## src/rtl/bp_resolve_queue_if.sv

```systemverilog
// rtl/bp_resolve_queue_if.sv - prediction/resolve/retire bundle for the branch resolve queue
// Purpose: groups every non-clock/reset signal of bp_resolve_queue.
//   master : predictor + execute + retire consumer side (drives pred_*, res_*, squash)
//   slave  : the queue itself (drives pred_ready/pred_tag, mispredict/redirect, train_*, count)
`ifndef XLEN
`define XLEN 32
`endif

interface bp_resolve_queue_if #(
  parameter int DEPTH = 8,
  parameter int XLEN  = `XLEN
);
  localparam int IDX_W = $clog2(DEPTH);

  // prediction push
  logic              pred_valid;
  logic [XLEN-1:0]   pred_pc;
  logic [XLEN-1:0]   pred_npc;
  logic              pred_taken;
  logic              pred_ready;
  logic [IDX_W-1:0]  pred_tag;
  // out-of-order resolve
  logic              res_valid;
  logic [IDX_W-1:0]  res_tag;
  logic              res_taken;
  logic [XLEN-1:0]   res_target;
  // flush
  logic              squash;
  // in-order retire
  logic              mispredict;
  logic [XLEN-1:0]   redirect_pc;
  logic              train_valid;
  logic [XLEN-1:0]   train_pc;
  logic              train_taken;
  logic [XLEN-1:0]   train_target;
  logic [IDX_W:0]    count;

  modport master (
    output pred_valid, pred_pc, pred_npc, pred_taken,
    input  pred_ready, pred_tag,
    output res_valid, res_tag, res_taken, res_target,
    output squash,
    input  mispredict, redirect_pc, train_valid, train_pc, train_taken, train_target, count
  );

  modport slave (
    input  pred_valid, pred_pc, pred_npc, pred_taken,
    output pred_ready, pred_tag,
    input  res_valid, res_tag, res_taken, res_target,
    input  squash,
    output mispredict, redirect_pc, train_valid, train_pc, train_taken, train_target, count
  );
endinterface

```

## src/rtl/bp_resolve_queue.sv

```systemverilog
// rtl/bp_resolve_queue.sv - in-order retire queue closing the branch prediction loop
// Purpose: logs predictions in a circular queue (tag = slot index), accepts out-of-order
//   resolves, retires resolved entries in order, emits registered training writes and
//   mispredict redirects.
// Ports:
//   i_clock : rising-edge clock
//   i_reset : asynchronous active-low reset
//   s_q     : bp_resolve_queue_if.slave (push, resolve, squash, retire outputs, count)
`ifndef XLEN
`define XLEN 32
`endif

module bp_resolve_queue #(
  parameter int DEPTH = 8,
  parameter int XLEN  = `XLEN
) (
  input  logic                i_clock,
  input  logic                i_reset,
  bp_resolve_queue_if.slave   s_q
);
  localparam int IDX_W = $clog2(DEPTH);
  localparam logic [IDX_W:0] PTR_ONE = (IDX_W+1)'(1);

  // pointers carry a wrap bit above the slot index
  logic [IDX_W:0]   r_head, r_tail;
  logic [DEPTH-1:0] r_valid, r_resolved, r_ptaken, r_ataken;
  logic [XLEN-1:0]  r_pc      [DEPTH];
  logic [XLEN-1:0]  r_npc     [DEPTH];
  logic [XLEN-1:0]  r_atarget [DEPTH];

  logic             r_mispredict, r_train_valid, r_train_taken;
  logic [XLEN-1:0]  r_redirect_pc, r_train_pc, r_train_target;

  logic [IDX_W-1:0] w_head_idx, w_tail_idx;
  logic             w_full, w_push, w_pop, w_pop_mis, w_res_ok;
  logic [XLEN-1:0]  w_pop_target;

  assign w_head_idx = r_head[IDX_W-1:0];
  assign w_tail_idx = r_tail[IDX_W-1:0];
  assign w_full     = (w_head_idx == w_tail_idx) && (r_head[IDX_W] != r_tail[IDX_W]);

  assign w_push    = s_q.pred_valid && s_q.pred_ready;
  assign w_pop     = r_valid[w_head_idx] && r_resolved[w_head_idx];
  assign w_res_ok  = s_q.res_valid && r_valid[s_q.res_tag];

  assign w_pop_target = r_ataken[w_head_idx] ? r_atarget[w_head_idx]
                                             : r_pc[w_head_idx] + XLEN'(4);
  // direction wrong, or taken to the wrong target
  assign w_pop_mis = (r_ataken[w_head_idx] != r_ptaken[w_head_idx]) ||
                     (r_ataken[w_head_idx] && (r_atarget[w_head_idx] != r_npc[w_head_idx]));

  // no bypass: a full queue refuses a push even on a pop cycle
  assign s_q.pred_ready   = !w_full && !r_mispredict;
  assign s_q.pred_tag     = w_tail_idx;
  assign s_q.count        = r_tail - r_head;
  assign s_q.mispredict   = r_mispredict;
  assign s_q.redirect_pc  = r_redirect_pc;
  assign s_q.train_valid  = r_train_valid;
  assign s_q.train_pc     = r_train_pc;
  assign s_q.train_taken  = r_train_taken;
  assign s_q.train_target = r_train_target;

  always_ff @(posedge i_clock or negedge i_reset) begin
    if (!i_reset) begin
      r_head         <= '0;
      r_tail         <= '0;
      r_valid        <= '0;
      r_resolved     <= '0;
      r_ptaken       <= '0;
      r_ataken       <= '0;
      for (int i = 0; i < DEPTH; i++) begin
        r_pc[i]      <= '0;
        r_npc[i]     <= '0;
        r_atarget[i] <= '0;
      end
      r_mispredict   <= 1'b0;
      r_redirect_pc  <= '0;
      r_train_valid  <= 1'b0;
      r_train_pc     <= '0;
      r_train_taken  <= 1'b0;
      r_train_target <= '0;
    end else begin
      // retire outputs are pulses and read zero when idle
      r_mispredict   <= 1'b0;
      r_redirect_pc  <= '0;
      r_train_valid  <= 1'b0;
      r_train_pc     <= '0;
      r_train_taken  <= 1'b0;
      r_train_target <= '0;

      if (s_q.squash) begin
        r_head     <= '0;
        r_tail     <= '0;
        r_valid    <= '0;
        r_resolved <= '0;
      end else begin
        if (w_pop) begin
          r_train_valid  <= 1'b1;
          r_train_pc     <= r_pc[w_head_idx];
          r_train_taken  <= r_ataken[w_head_idx];
          r_train_target <= w_pop_target;
          if (w_pop_mis) begin
            r_mispredict  <= 1'b1;
            r_redirect_pc <= w_pop_target;
          end
        end

        if (w_pop && w_pop_mis) begin
          // everything younger is on the wrong path; resolve and push this edge are dropped
          r_valid    <= '0;
          r_resolved <= '0;
          r_head     <= r_head + PTR_ONE;
          r_tail     <= r_head + PTR_ONE;
        end else begin
          if (w_res_ok) begin
            r_resolved[s_q.res_tag] <= 1'b1;
            r_ataken[s_q.res_tag]   <= s_q.res_taken;
            r_atarget[s_q.res_tag]  <= s_q.res_target;
          end
          if (w_push) begin
            r_valid[w_tail_idx]    <= 1'b1;
            r_resolved[w_tail_idx] <= 1'b0;
            r_pc[w_tail_idx]       <= s_q.pred_pc;
            r_npc[w_tail_idx]      <= s_q.pred_npc;
            r_ptaken[w_tail_idx]   <= s_q.pred_taken;
            r_tail                 <= r_tail + PTR_ONE;
          end
          // placed last so a same-edge resolve of the retiring slot cannot revive it
          if (w_pop) begin
            r_valid[w_head_idx]    <= 1'b0;
            r_resolved[w_head_idx] <= 1'b0;
            r_head                 <= r_head + PTR_ONE;
          end
        end
      end
    end
  end
endmodule

```

## src/flat_wrapper.sv

```systemverilog
// flat-port wrapper written by rule: the top's interface ports become plain ports
module bp_resolve_queue_flat 
#(
  parameter int DEPTH = 8,
  parameter int XLEN  = `XLEN
)
  (i_clock, i_reset, s_q_pred_valid, s_q_pred_pc, s_q_pred_npc, s_q_pred_taken, s_q_pred_ready, s_q_pred_tag, s_q_res_valid, s_q_res_tag, s_q_res_taken, s_q_res_target, s_q_squash, s_q_mispredict, s_q_redirect_pc, s_q_train_valid, s_q_train_pc, s_q_train_taken, s_q_train_target, s_q_count);
  bp_resolve_queue_if #(.DEPTH(DEPTH), .XLEN(XLEN)) s_q_i ();
  input  logic i_clock;
  input  logic i_reset;
  input wire logic [$bits(s_q_i.pred_valid)-1:0] s_q_pred_valid;
  input wire logic [$bits(s_q_i.pred_pc)-1:0] s_q_pred_pc;
  input wire logic [$bits(s_q_i.pred_npc)-1:0] s_q_pred_npc;
  input wire logic [$bits(s_q_i.pred_taken)-1:0] s_q_pred_taken;
  output wire logic [$bits(s_q_i.pred_ready)-1:0] s_q_pred_ready;
  output wire logic [$bits(s_q_i.pred_tag)-1:0] s_q_pred_tag;
  input wire logic [$bits(s_q_i.res_valid)-1:0] s_q_res_valid;
  input wire logic [$bits(s_q_i.res_tag)-1:0] s_q_res_tag;
  input wire logic [$bits(s_q_i.res_taken)-1:0] s_q_res_taken;
  input wire logic [$bits(s_q_i.res_target)-1:0] s_q_res_target;
  input wire logic [$bits(s_q_i.squash)-1:0] s_q_squash;
  output wire logic [$bits(s_q_i.mispredict)-1:0] s_q_mispredict;
  output wire logic [$bits(s_q_i.redirect_pc)-1:0] s_q_redirect_pc;
  output wire logic [$bits(s_q_i.train_valid)-1:0] s_q_train_valid;
  output wire logic [$bits(s_q_i.train_pc)-1:0] s_q_train_pc;
  output wire logic [$bits(s_q_i.train_taken)-1:0] s_q_train_taken;
  output wire logic [$bits(s_q_i.train_target)-1:0] s_q_train_target;
  output wire logic [$bits(s_q_i.count)-1:0] s_q_count;
  assign s_q_i.pred_valid = s_q_pred_valid;
  assign s_q_i.pred_pc = s_q_pred_pc;
  assign s_q_i.pred_npc = s_q_pred_npc;
  assign s_q_i.pred_taken = s_q_pred_taken;
  assign s_q_pred_ready = s_q_i.pred_ready;
  assign s_q_pred_tag = s_q_i.pred_tag;
  assign s_q_i.res_valid = s_q_res_valid;
  assign s_q_i.res_tag = s_q_res_tag;
  assign s_q_i.res_taken = s_q_res_taken;
  assign s_q_i.res_target = s_q_res_target;
  assign s_q_i.squash = s_q_squash;
  assign s_q_mispredict = s_q_i.mispredict;
  assign s_q_redirect_pc = s_q_i.redirect_pc;
  assign s_q_train_valid = s_q_i.train_valid;
  assign s_q_train_pc = s_q_i.train_pc;
  assign s_q_train_taken = s_q_i.train_taken;
  assign s_q_train_target = s_q_i.train_target;
  assign s_q_count = s_q_i.count;
  bp_resolve_queue #(.DEPTH(DEPTH), .XLEN(XLEN)) u_core (.i_clock(i_clock), .i_reset(i_reset), .s_q(s_q_i));
endmodule
```

## config.mk

```make
export PLATFORM = sky130hd
export DESIGN_NAME = bp_resolve_queue_flat
export DESIGN_NICKNAME = d
export VERILOG_FILES = /design/src/rtl/bp_resolve_queue_if.sv /design/src/rtl/bp_resolve_queue.sv /design/src/flat_wrapper.sv
export SDC_FILE = /design/constraint.sdc
export NUM_CORES = 1
export LEC_CHECK = 0
export CORE_ASPECT_RATIO = 0.5
export CORE_MARGIN = 2
export CORE_UTILIZATION = 50
export CTS_CLUSTER_SIZE = 12
export DETAILED_ROUTE_END_ITERATION = 12
export GPL_ROUTABILITY_DRIVEN = 0
export GPL_TIMING_DRIVEN = 0
export PLACE_DENSITY = 0.67
export SLEW_MARGIN = 20
export SYNTH_ARGS = -nofsm -noshare
export SYNTH_HDL_FRONTEND = slang
export SYNTH_SLANG_ARGS = --single-unit
```

## constraint.sdc

```tcl
create_clock -name i_clock -period 5 [get_ports i_clock]
set_input_delay 0.75 -clock i_clock [delete_from_list [all_inputs] [get_ports i_clock]]
set_output_delay 0.75 -clock i_clock [all_outputs]
set_load 0.01 [all_outputs]
```

# == Word level (Yosys, flattened, before mapping) ==
# Cells that the tools add are included.
# W data, S select, Z words.
# totals
output_inout_bits,107
wordCells,156
reg_bits,907
in_bits,106
# op_classes
reduce_logical,19
n_addsub,4
mux,70
order_cmp,11
eq_ne,4
bitwise,12
# ops
op,n
$bwmux W256,3
$mux W32,16
$bmux W32 S3,3
$demux W32 S3,2
$mux W8,15
$add A32 B3 Y32 const B,1
$ne A32 B32 Y1,1
$and A8 B8 Y8,3
$mux W4,6
$bwmux W8,2
$not A8 Y8,2
$or A8 B8 Y8,2
$bmux W1 S3,5
$mux W1,15
$ge A4 B4 Y1 const B,3
$logic_and A1 B1 Y1,12
$lt A3 B4 Y1 const B,3
$not A3 Y4,3
$demux W1 S3,3
$ge A3 B1 Y1 const B,3
$add A4 B1 Y4 const B,2
$lt A4 B1 Y1 const B,2
$reduce_and A3 Y1,2
$reduce_bool A3 Y1,2
6 further kinds,9

# == Logic depth before layout (Yosys ltp) ==
# depth
ltp_word,18
mapped_depth,18

# == Worst setup path after synthesis ==
# Ideal clock, no wire load.
# synth_timing
path_kind,register -> register
start,reg u_core.r_head[1]
end,reg u_core.r_npc[192] in the netlist's numbering
stages_incl_launch_ff,17
required_time_ps,4873
setup_slack_ps,1145
path_buffers,8
period_less_slack_ps,3855
arrival_ps,3728
setup_ps,127
cell_sequence,dfrtp_1 > buf_6 > buf_6 > inv_2 > buf_4 > buf_2 > buf_2 > ha_1 > a41oi_1 > and2_1 > clkbuf_1 > nand2_1 > nor3_1 > nor3b_2 > buf_6 > buf_6 > mux2_1
# synth_via
elab_cells_between_ends,28
classes_between,eq/ne: 3; mux: 14; bitwise: 2; reduce/logical: 9
# synth_lines
item,line,rtl
from (decl),bp_resolve_queue.sv:25,"logic [IDX_W:0] r_head, r_tail;"
from (signal assigned),bp_resolve_queue.sv:112,r_head <= r_head + PTR_ONE;
from (signal assigned),bp_resolve_queue.sv:132,r_head <= r_head + PTR_ONE;
$eq A3 B3 Y1,bp_resolve_queue.sv:40,assign w_full = (w_head_idx == w_tail_idx) && (r_head[IDX_W] != r_tail[IDX_W]);
$logic_and A1 B1 Y1,bp_resolve_queue.sv:40,
$logic_not A1 Y1,bp_resolve_queue.sv:53,assign s_q.pred_ready = !w_full && !r_mispredict;
$logic_and A1 B1 Y1,bp_resolve_queue.sv:53,
via s_q_pred_ready,flat_wrapper.sv:15,output wire logic [$bits(s_q_i.pred_ready)-1:0] s_q_pred_ready;
$logic_and A1 B1 Y1,bp_resolve_queue.sv:42,assign w_push = s_q.pred_valid && s_q.pred_ready;
$reduce_and A3 Y1 (no line),n/a,
"to (signal, indexed assignment)",bp_resolve_queue.sv:124,r_npc[w_tail_idx] <= s_q.pred_npc;
to (decl),bp_resolve_queue.sv:28,logic [XLEN-1:0] r_npc [DEPTH];
# The timed path passes the listed nets, and every way through them passes these cells. The select of a mux whose other input is x is not followed.
# A chain may end at the register's enable or synchronous reset.

# == Final worst setup path ==
# layout_timing
start,reg u_core.r_head[0]
end,reg u_core.r_npc[222] in the netlist's numbering
# layout_via
elab_chain_cells,10
elab_cells_between_ends,28
classes_between,eq/ne: 3; mux: 14; bitwise: 2; reduce/logical: 9
# layout_lines
item,line,rtl
$not A3 Y4 (implied by the code),bp_resolve_queue.sv:50,(r_ataken[w_head_idx] && (r_atarget[w_head_idx] != r_npc[w_head_idx]));
$bmux W32 S3,bp_resolve_queue.sv:50,
$mux W32 (implied by the code) (2 in series),bp_resolve_queue.sv:50,
$ne A32 B32 Y1,bp_resolve_queue.sv:50,
$logic_and A1 B1 Y1,bp_resolve_queue.sv:50,
$logic_or A1 B1 Y1,bp_resolve_queue.sv:49,assign w_pop_mis = (r_ataken[w_head_idx] != r_ptaken[w_head_idx]) ||
$logic_and A1 B1 Y1,bp_resolve_queue.sv:108,if (w_pop && w_pop_mis) begin
$not A1 Y1 (no line),n/a,
$reduce_and A3 Y1 (no line) (*),n/a,
# Mark *: on every way between the ends. The rest lies on a longest branch, timed or not. The select of a mux whose other input is x is not followed.

==> summary.txt <==
Layout cells sized above 1 -> 28.8%
Drt first pass iters -> 6
MaxCap Viol Count -> 0
Synth area leader -> dfrtp_1
Final instance area -> 48700 um2
Hold path cells -> 1
Ports -> 213
Mapped Avg Cell Area -> 14.3 um2
Max-Slew Margin vs Limit -> 12.4%
Peak supply drop -> 277 uV
Clock skew -> 0.0348 ns
Yosys reg bits -> 907
Post-DP HPWL -> 101000 um
Total clock sinks -> 907
Worst setup margin -> -0.167 ns
Failing checks -> negative setup slack
CP Launch Type -> flop
EDFF count, synth -> 0
Cell family with most CP delay -> buffers and inverters
Rows -> 74
Hold Path Class -> reg -> reg
Largest net degree at the start of global routing -> 148
Multi-input logic area -> 18000 um2
Die height -> 209 um
Core area -> 82200 um2
Post-synth ARST share -> 100%
Die Wd -> 413 um
Initial antenna violation count -> 13
Reg2reg path depth -> 14
Worst Tran Pin Value -> 1.30 ns
Pwr dens -> 393 nW/um2
Setup TNS -> -40.55 ns
Outcome -> complete, but fails checks
H-tree depth -> 3
Highest-delay cell along the critical path -> dfrtp_1
Post-layout nets -> 3360
Worst EP required -> 5.55 ns
RSZ-0062 raised after global routing -> true
TritonCTS clock tree -> done
Die ar. -> 86200 um2
Yosys top cell area share -> 54.2%
Reg2reg end -> u_core.r_npc[222]$_DFFE_PN0P_
Most used cell, CP -> buf_6
Worst-path clk slew -> 0.06 ns
Fillers -> 6501
Vias -> 28200
Min Tclk post-route -> 5.17 ns
Synth warn -> 0
CTS Root Cell -> clkbuf_16
Worst skew pair latency -> 0.70 ns
Cell Area, Synth -> 41900 um2
Total grt overflow -> 0
CP Capture Type -> flop
Most numerous cell in the Yosys netlist -> dfrtp_1
FF/Latch Area -> 22700 um2
Cell count after synthesis -> 2933
DP Area -> 45600 um2
WP buf/inv -> 8
Routed Antenna Nets -> 0
CTS Buf Count -> 88
Final setup vio count -> 484
CTS Buffer Depth -> 3
Top cells by area, synth -> dfrtp_1 (54%), mux2_2 (13%), mux2_1 (9.2%)
First-pass GRT wire length -> 207000 um
Hold_ws -> 0.481 ns
Port bufs -> 212
CP Class -> reg -> reg
Leak -> 22.0 nW
Post-synth cell types -> 86
Number of remaining DRC errors -> 0
Vias in the first global route -> 28200
Initial Util -> 50.9%
Max stage delay on crit path -> 0.60 ns
Ratio of final minimum period to clock period -> 103%
Layout area overhead -> 16.3%
Worst-path cell chain -> buf_4, buf_6, buf_6, buf_4, buf_2, o22ai_1, nor4_1, nand4_1, o21a_1, buf_4, nor3b_2, buf_6, buf_6, mux2_1
Crit path DAT -> 5.71 ns
Register area share after synthesis -> 54.2%
Most common flop cell mapped by yosys -> dfrtp_1
Initial DRC count -> 3878
Mean routed wirelength per cell -> 33.1 um
Drt via density -> 6.40
Total Routed Length -> 146000 um
Worst Min Path Start -> u_core.r_pc[214]$_DFFE_PN0P_
Final hold violation count -> 0
Hold Path End -> u_core.r_pc[214]$_DFFE_PN0P_
CP Max Fanout -> 10
GR Util All Layers -> 34.1%
Pre-CTS WS -> -1.35 ns
Max-slew violations -> 0
Reg2reg setup slack -> -0.17 ns
Synth top cells by count -> dfrtp_1 (907), mux2_2 (473), mux2_1 (342)
Post-synthesis net count -> 3046
Fmax -> 194 MHz
R2R Path Start -> u_core.r_head[0]$_DFFE_PN0P_
## stage by stage
| stage | util (%) | cells | total power [mW] |
|---|---|---|---|
| 5_1_grt | 59.2 | 4394 | 19.8 |
| 3_5_place_dp | 55.4 | 4254 | 12.8 |
| 6_report | 59.2 | 4400 | 19.1 |
| 2_1_floorplan | - | 2933 | 11.5 |
| 4_1_cts | 58.8 | 4379 | 19.0 |
| 3_3_place_gp | 55.2 | 4247 | 12.6 |
## repair_timing
action                                 in CTS  in global routing
endpoints found under the hold margin      69                  0
pin swaps                                   0                  1
setup endpoints to repair                 893                746
resized for setup                          64                 52
hold buffers                                1                  0
setup buffers                               2                  4
## layout make-up
cell class | count | area share, %
flip-flops and latches | 907 | 46.6
multi-input cells | 1809 | 37.0
clock buffers | 121 | 5.21
repair buffers | 226 | 4.86
plain buffers | 201 | 3.18
well taps | 1102 | 2.83
inverters | 14 | 0.111
diodes | 17 | 0.0874
clock inverters | 3 | 0.0540
## worst reg2reg max path, cell delays in order, from the launching register on
cell	delay [ns]
dfrtp_1	0.60
buf_4	0.38
buf_6	0.35
buf_6	0.26
buf_4	0.31
buf_2	0.43
o22ai_1	0.21
nor4_1	0.42
nand4_1	0.33
o21a_1	0.37
buf_4	0.22
nor3b_2	0.22
buf_6	0.28
buf_6	0.28
mux2_1	0.35
## placed cells by master (no fill, tap or decap), drive strengths merged, types with 6 or more instances in the layout
master,instances
o21ai,24
a221o,7
diode,17
mux2,815
inv,13
dfrtp,907
xor2,71
nand3,25
mux4,105
and3,10
nor2b,30
o22a,8
nand2b,9
mux2i,100
or3,6
a22o,6
and2,14
nor4,24
buf,172
nand3b,12
a221oi,52
o22ai,16
ha,6
clkbuf,162
nor3,33
nor2,120
or3b,10
a21oi,53
a31oi,8
a311oi,6
clkdlybuf4s50,211
a211oi,23
a22oi,9
a32oi,6
xnor2,45
nand2,82
nor3b,7
## report_power, final
part / switching (mW) / leakage (nW) / total (mW) / internal [mW]
registers: 0.690 / 11.9 / 9.32 / 8.63
clock network: 2.84 / 1.25 / 6.31 / 3.48
logic: 1.73 / 8.80 / 3.48 / 1.75
## state kept, by name, indices dropped and copies added, names as in the netlist, 4 cells and up
signal and flops:
u_core.r_atarget 256, u_core.r_npc 256, u_core.r_pc 256, u_core.s_q.redirect_pc 32
u_core.s_q.train_pc 32, u_core.s_q.train_target 32, u_core.r_ataken 8, u_core.r_ptaken 8
u_core.r_resolved 8, u_core.r_valid 8, u_core.r_head 4, u_core.r_tail 4
## cell families after synthesis
logic type / synth area share [%]
fa+ha+maj: 0.227
flops: 54.2
simple gates: 5.17
mux: 30.0
compound gates: 4.55
xor+xnor: 2.43
buf+inv: 3.41
## worst max path at each step
stage                                            start                                    end  slack [ns]  depth (start not counted)
after floorplan           u_core.r_head[1]$_DFFE_PN0P_          u_core.r_npc[192]$_DFFE_PN0P_        1.14                         16
after CTS                 u_core.r_head[2]$_DFFE_PN0P_          u_core.r_npc[176]$_DFFE_PN0P_        0.02                         15
after global routing      u_core.r_head[1]$_DFFE_PN0P_  u_core.s_q.train_target[26]$_DFF_PN0_       -0.03                         16
after detailed placement  u_core.r_head[0]$_DFFE_PN0P_           u_core.r_npc[83]$_DFFE_PN0P_       -1.35                         13
final                     u_core.r_head[0]$_DFFE_PN0P_          u_core.r_npc[222]$_DFFE_PN0P_       -0.17                         14
after global placement                         i_reset           u_core.r_pc[188]$_DFFE_PN0P_      -36.89                          1
## layer usage
metal  routed length [um]  up-vias  part of all wire (%)  GRT usage [%]
met4                 4630        0                   3.2           10.4
met2                62600     1507                    43           49.0
met5                    0        -                     0              0
met1                60100    14900                    41           47.7
li1                     -    11400                     -              -
met3                18200      292                    13           13.2
(Power assumes the default switching activity.)
